===== src/rtl/aurora_tx_pkg.sv =====
// Shared types and constants for the Aurora 64b66b TX frame scheduler.
package aurora_tx_pkg;

    localparam int unsigned LANES    = 4;
    localparam int unsigned WORD_W   = 64;
    localparam int unsigned HDR_W    = 2;
    localparam int unsigned CNT_W    = 4;
    localparam int unsigned STARVE_W = 8;

    localparam logic [HDR_W-1:0]  HDR_DATA  = 2'b01;
    localparam logic [HDR_W-1:0]  HDR_CTRL  = 2'b10;

    // Block-type 0x78 control blocks; the second byte distinguishes CC from idle.
    localparam logic [WORD_W-1:0] CC_WORD   = 64'h7880_0000_0000_0000;
    localparam logic [WORD_W-1:0] IDLE_WORD = 64'h7810_0000_0000_0000;

    typedef logic [LANES-1:0][WORD_W-1:0] tx_frame_t;
    typedef logic [LANES-1:0][HDR_W-1:0]  tx_hdr_t;

    typedef struct packed {
        tx_frame_t frame;
        tx_hdr_t   hdr;
    } tx_beat_t;

    typedef enum logic [1:0] {
        NOT_READY = 2'd0,
        RUN       = 2'd1,
        CC_SEQ    = 2'd2
    } tx_sched_state_t;

endpackage


===== src/rtl/aurora_tx_frame_scheduler_cc_timer.sv =====
// Free-running clock-compensation interval timer with a sticky request flag.
module aurora_cc_timer
    import aurora_tx_pkg::*;
#(
    parameter int unsigned CC_PERIOD = 5000
)(
    input  logic Clk,
    input  logic Rst,
    input  logic Enable,
    input  logic Clear,
    output logic Pending
);

    localparam int unsigned TIMER_W = $clog2(CC_PERIOD);

    logic [TIMER_W-1:0] cc_timer;
    logic               pending_q;
    logic               expire;

    assign expire  = Enable && (cc_timer == TIMER_W'(CC_PERIOD - 1));
    // Expiry is visible in its own cycle so a coincident slot goes to CC.
    assign Pending = pending_q | expire;

    always_ff @(posedge Clk) begin
        if (Rst) begin
            cc_timer  <= '0;
            pending_q <= 1'b0;
        end else begin
            if (Enable) begin
                cc_timer <= expire ? '0 : cc_timer + TIMER_W'(1);
            end
            pending_q <= (pending_q | expire) & ~Clear;
        end
    end

endmodule


===== src/rtl/aurora_tx_frame_scheduler.sv =====
// Per-slot arbiter between CC sequences, user-K blocks, event data and idles.
module aurora_tx_frame_scheduler
    import aurora_tx_pkg::*;
#(
    parameter int unsigned CC_PERIOD      = 5000,
    parameter int unsigned CC_LEN         = 3,
    parameter int unsigned USERK_MAX_WAIT = 4
)(
    input  logic                               Clk,
    input  logic                               Rst,
    input  logic                               LaneReady,
    input  logic                               TxReady,
    input  logic                               DataValid,
    input  logic [LANES-1:0][WORD_W-1:0]       DataWord,
    output logic                               DataRead,
    input  logic                               SendBlock,
    input  logic [LANES-1:0][WORD_W-1:0]       UserKToSend,
    output logic                               BlockSent,
    output logic [LANES-1:0][WORD_W-1:0]       TxFrame,
    output logic [LANES-1:0][HDR_W-1:0]        TxHeader,
    output logic                               TxValid
);

    tx_sched_state_t       state;
    logic [CNT_W-1:0]      cc_cnt;
    logic [STARVE_W-1:0]   starve_cnt;
    tx_beat_t              beat_q;
    tx_beat_t              beat_c;

    logic cc_pending;
    logic timer_rst;
    logic slot;
    logic uk_pend;
    logic sel_cc;
    logic sel_uk;
    logic sel_data;

    assign timer_rst = Rst | ~LaneReady;

    aurora_cc_timer #(
        .CC_PERIOD (CC_PERIOD)
    ) u_cc_timer (
        .Clk     (Clk),
        .Rst     (timer_rst),
        .Enable  (state != NOT_READY),
        .Clear   (sel_cc && (state == RUN)),
        .Pending (cc_pending)
    );

    // The user-K FSM drops SendBlock one cycle after BlockSent; mask that cycle.
    assign uk_pend  = SendBlock & ~BlockSent;
    assign slot     = TxReady & LaneReady & ~Rst & (state != NOT_READY);
    assign sel_cc   = slot & (cc_pending | (state == CC_SEQ));
    assign sel_uk   = slot & ~sel_cc & uk_pend &
                      (~DataValid | (starve_cnt == STARVE_W'(USERK_MAX_WAIT)));
    assign sel_data = slot & ~sel_cc & ~sel_uk & DataValid;
    assign DataRead = sel_data;

    // Frame/header selection for the current slot.
    always_comb begin
        beat_c.frame = {LANES{IDLE_WORD}};
        beat_c.hdr   = {LANES{HDR_CTRL}};
        if (sel_cc) begin
            beat_c.frame = {LANES{CC_WORD}};
        end else if (sel_uk) begin
            beat_c.frame = UserKToSend;
        end else if (sel_data) begin
            beat_c.frame = DataWord;
            beat_c.hdr   = {LANES{HDR_DATA}};
        end
    end

    always_ff @(posedge Clk) begin
        if (Rst || !LaneReady) begin
            state      <= NOT_READY;
            cc_cnt     <= '0;
            starve_cnt <= '0;
            beat_q     <= '0;
            TxValid    <= 1'b0;
            BlockSent  <= 1'b0;
        end else begin
            TxValid   <= slot;
            BlockSent <= sel_uk;
            if (slot) begin
                beat_q <= beat_c;
            end

            if (state == NOT_READY) begin
                state <= RUN;
            end else if (sel_cc) begin
                if (cc_cnt == CNT_W'(CC_LEN - 1)) begin
                    state  <= RUN;
                    cc_cnt <= '0;
                end else begin
                    state  <= CC_SEQ;
                    cc_cnt <= cc_cnt + CNT_W'(1);
                end
            end

            if (!uk_pend || sel_uk) begin
                starve_cnt <= '0;
            end else if (sel_data && (starve_cnt != STARVE_W'(USERK_MAX_WAIT))) begin
                starve_cnt <= starve_cnt + STARVE_W'(1);
            end
        end
    end

    assign TxFrame  = beat_q.frame;
    assign TxHeader = beat_q.hdr;

endmodule

===== config.mk =====
export PLATFORM = sky130hd
export DESIGN_NAME = aurora_tx_frame_scheduler
export DESIGN_NICKNAME = d
export VERILOG_FILES = /design/src/rtl/aurora_tx_pkg.sv /design/src/rtl/aurora_tx_frame_scheduler_cc_timer.sv /design/src/rtl/aurora_tx_frame_scheduler.sv
export SDC_FILE = /design/constraint.sdc
export NUM_CORES = 1
export LEC_CHECK = 0
export BUFFER_PORTS_ARGS = -buffer_cell sky130_fd_sc_hd__buf_4
export CAP_MARGIN = 30
export CORE_AREA = 2 2 304 306
export DETAILED_ROUTE_END_ITERATION = 6
export DIE_AREA = 0 0 306 308
export PLACE_DENSITY = 0.33
export SLEW_MARGIN = 40
export SYNTH_ARGS = -nofsm -noshare
export SYNTH_HDL_FRONTEND = slang
export SYNTH_SLANG_ARGS = --single-unit

===== constraint.sdc =====
create_clock -name Clk -period 4.6 [get_ports Clk]
set_input_delay 0.46 -clock Clk [delete_from_list [all_inputs] [get_ports Clk]]
set_output_delay 0.46 -clock Clk [all_outputs]
set_load 0.02 [all_outputs]

==> impl_summary.txt <==
----------------------------------------------------
[Synthesis]
  Ranking of synthesized cells by area ... sky130_fd_sc_hd__dfxtp_1, sky130_fd_sc_hd__a221o_1, sky130_fd_sc_hd__and3_1, sky130_fd_sc_hd__clkbuf_1, sky130_fd_sc_hd__buf_6
  EDFF count, synth ... 0
  Count of state elements after synthesis ... 288
  Syn_nets ... 1643
  Primary FF master, synth ... sky130_fd_sc_hd__dfxtp_1
  Warning count from the yosys run ... 0
  Sequential cell area fraction in the yosys report ... 49.00%
  Library cell with the largest summed area after synthesis ... sky130_fd_sc_hd__dfxtp_1
  Most used standard cells in the synthesized netlist ... sky130_fd_sc_hd__dfxtp_1, sky130_fd_sc_hd__a221o_1, sky130_fd_sc_hd__and3_1
  FFs w/ async S/R, synth ... 0%
  Cell with the most instances after synthesis ... sky130_fd_sc_hd__dfxtp_1
  Synth cell types ... 52
  Average instance area after synthesis ... 10.49 um2
  Area share of the largest cell type after synthesis ... 49.00%
  Gate Count Post-Synth ... 1122
  Mapped Area ... 11770 um2

[Route]
  Via-to-Cell Ratio ... 4.090
  Detailed-routing iteration count for the pre-antenna-repair pass ... 5
  Final routed wire length divided by cell count ... 20.23 um
  Count of vias placed by the detailed router ... 12545
  Post-route ant nets ... 0
  Detailed Route Iter0 Violations ... 746
  Routed wire length ... 62.06 mm
  DRC violations left ... 0

[Timing]
  Tcrit/Tclk final ... 78.20%
  Setup repair after global routing missed its margin ... no
  Count of endpoints failing hold in the final timing report ... 0
  Rel. slew slack ... 38.68%
  Post-layout worst setup margin ... 1.003 ns
  Final-report setup violation count ... 0
  Worst clock skew ... 0.02652 ns
  Worst Tran Pin Value ... 0.9198 ns
  Final period demand of the worst path ... 3.597 ns
  Max-slew violation count ... 0
  Final TNS setup ... 0 ns
  Highest clock rate ... 278.0 MHz

[Floorplanning]
  Floorplan Core Area ... 90970 um2
  Num ports ... 785
  Area of the die ... 94250 um2
  Die Span X ... 306 um
  Die span in y ... 308 um
  Initial Util ... 12.93%
  Row count ... 111

[Run]
  Number of max-capacitance violations reported ... 0

[Critical path]
  CP Data Required Time ... 4.14 ns
  Worst path buffer plus inverter count ... 4
  Data arrival at the endpoint of the critical path ... 3.14 ns
  Cells traversed along the worst timing path ... buf_4 -> o211a_1 -> a41oi_2 -> buf_4 -> nand3_2 -> inv_8 -> buf_4
  Worst stage delay on the critical path ... 0.57 ns
  Type of the worst setup path ... reg2out
  Most common cell type on the critical path ... sky130_fd_sc_hd__buf_4
  Kind of cell with the highest combined delay on the critical path ... buffers and inverters
  Crit Path Max Fanout ... 89
  Nature of the critical path endpoint ... output port
  Slowest-stage cell, CP ... sky130_fd_sc_hd__inv_8
  Startpoint types ... flop

[Clock network]
  Root buffer selected by CTS ... sky130_fd_sc_hd__clkbuf_16
  Number of cells upsized or downsized after cts ... 0
  Post-CTS Setup Inserts ... 0
  CTS max path bufs ... 3
  TritonCTS clock tree ... built
  Source-to-sink clock delay at the later pin of the worst-skew pair ... 0.57 ns
  Clk slew on worst S/H paths ... 0.06 ns
  Number of buffers added by the clock tree synthesis step ... 41
  Post-CTS Hold Buffers ... 0
  CTS HTree Levels ... 2
  TritonCTS Sinks ... 288

[Global route]
  GR Overflow Total ... 0
  Vias in the first global route ... 13108
  Global-route wire length before repair ... 88.34 mm
  Total global routing track utilization ... 12.29%
  Antenna violations before repair ... 9
  Maximum number of pins on one net before global-route repair ... 150

[Final layout]
  Footprint of the flip-flops and latches ... 5766 um2
  Final-layout fill cell count ... 9955
  Multi-input gate area ... 5250 um2
  Number of nets in the layout ... 2366
  Area Growth Syn to Fin ... 70.01%
  Share of layout cells above drive strength 1 ... 48.05%

[Place]
  Number of port buffers ... 784
  Final HPWL from detailed placement ... 44.47 mm
  Placer Congestion ... 0.7746
  Worst setup timing slack at the placement stage ... 1.369 ns

[Power]
  Pwr per Cell Area ... 315.2 nW/um2
  Power, Total ... 6.306 mW
  Lkg Pwr ... 9.626 nW
  Maximum resistive drop on vdd ... 0.0001759 V

[Outcome]
  Outcome ... complete, no violations

[Hold path]
  Tightest Hold Check Type ... in2reg

----------------------------------------------------
-- metrics by stage --
stage	utilization (%)	instances	hold WS, ns	area, um2
floorplan	-	1122	0.4471	11770
detailed placement	20.54	2988	0.4590	18680
finish	21.99	3067	0.1036	20000
global route	21.99	3066	0.07409	20000
CTS	21.97	3061	0.05346	19980
global placement	20.47	2985	0.4434	18620
-- power by group --
| part | switching (mW) | total, mW | internal, mW | leakage, nW |
|---|---|---|---|---|
| sequential | 0.0168 | 2.54 | 2.53 | 2.32 |
| combinational | 0.255 | 0.617 | 0.361 | 6.66 |
| clock | 1.31 | 3.15 | 1.83 | 0.642 |
-- metal layers --
layer / global-route usage [%] / up-vias / wire, um
met4: 4.514 / 2 / 1984
met5: 0 / - / 13
li1: - / 5921 / -
met2: 22.35 / 492 / 32170
met3: 4.137 / 94 / 5036
met1: 13.13 / 6036 / 22860
-- worst paths after layout --
kind | start | to | slack [ns] | cells after the start
setup / recovery | state[0] | DataRead | 1.00 | 7
hold / removal | UserKToSend[171] | TxFrame[171] | 0.10 | 2
setup reg to reg | starve_cnt[0] | TxFrame[157] | 1.47 | 8
hold reg to reg | TxFrame[180] | TxFrame[180] | 0.47 | 2
-- worst reg2reg max path, stage by stage, from the launching register on --
cell                      delay (ns)
sky130_fd_sc_hd__dfxtp_1        0.36
sky130_fd_sc_hd__inv_1          0.08
sky130_fd_sc_hd__ha_1           0.13
sky130_fd_sc_hd__or4b_4         0.50
sky130_fd_sc_hd__o31a_1         0.37
sky130_fd_sc_hd__nand3_2        0.36
sky130_fd_sc_hd__inv_8          0.27
sky130_fd_sc_hd__buf_4          0.56
sky130_fd_sc_hd__a221o_1        0.39
-- layout make-up --
type / instances / share of cell area (%)
diodes: 6 / 0.07506
clock buffers: 61 / 6.105
clock inverters: 12 / 0.4003
inverters: 8 / 0.2252
multi-input cells: 698 / 26.24
flip-flops and latches: 288 / 28.82
well taps: 1186 / 7.418
repair buffers: 808 / 30.71
-- cells in the final DEF (no fill, tap or decap), types with 7 or more instances in the layout --
cell	instances
sky130_fd_sc_hd__a21oi_1	17
sky130_fd_sc_hd__a221o_1	228
sky130_fd_sc_hd__a31oi_1	9
sky130_fd_sc_hd__and3_1	228
sky130_fd_sc_hd__buf_4	802
sky130_fd_sc_hd__clkbuf_1	8
sky130_fd_sc_hd__clkbuf_16	41
sky130_fd_sc_hd__clkbuf_8	12
sky130_fd_sc_hd__dfxtp_1	288
sky130_fd_sc_hd__nand2_1	30
sky130_fd_sc_hd__nand3_1	11
sky130_fd_sc_hd__nand4_1	11
sky130_fd_sc_hd__nor2_1	51
sky130_fd_sc_hd__o21ai_0	17
sky130_fd_sc_hd__o221a_2	14
sky130_fd_sc_hd__or4_1	9
sky130_fd_sc_hd__xnor2_1	7
-- logic make-up (layout without fill, tap and decap cells) --
logic type,Yosys count,in the layout,synth area share [%]
muxes,1,1,0.08507
xor gates and xnor gates,11,11,0.8188
and+or+nand+nor,363,363,17.93
AOI/OAI and AO/OA,320,320,25.19
adders and majority gates,3,3,0.3190
other,0,6,0
DFF,288,288,49.00
buffers and inverters,136,889,6.657
-- flip-flops by register name, indices dropped and copies added, names as in the netlist --
register              cells
BlockSent                 1
state                     2
starve_cnt                8
cc_cnt                    4
TxFrame                 256
u_cc_timer.pending_q      1
u_cc_timer.cc_timer      13
TxHeader                  2
TxValid                   1
Note: power is estimated with default switching activity, not from simulation.
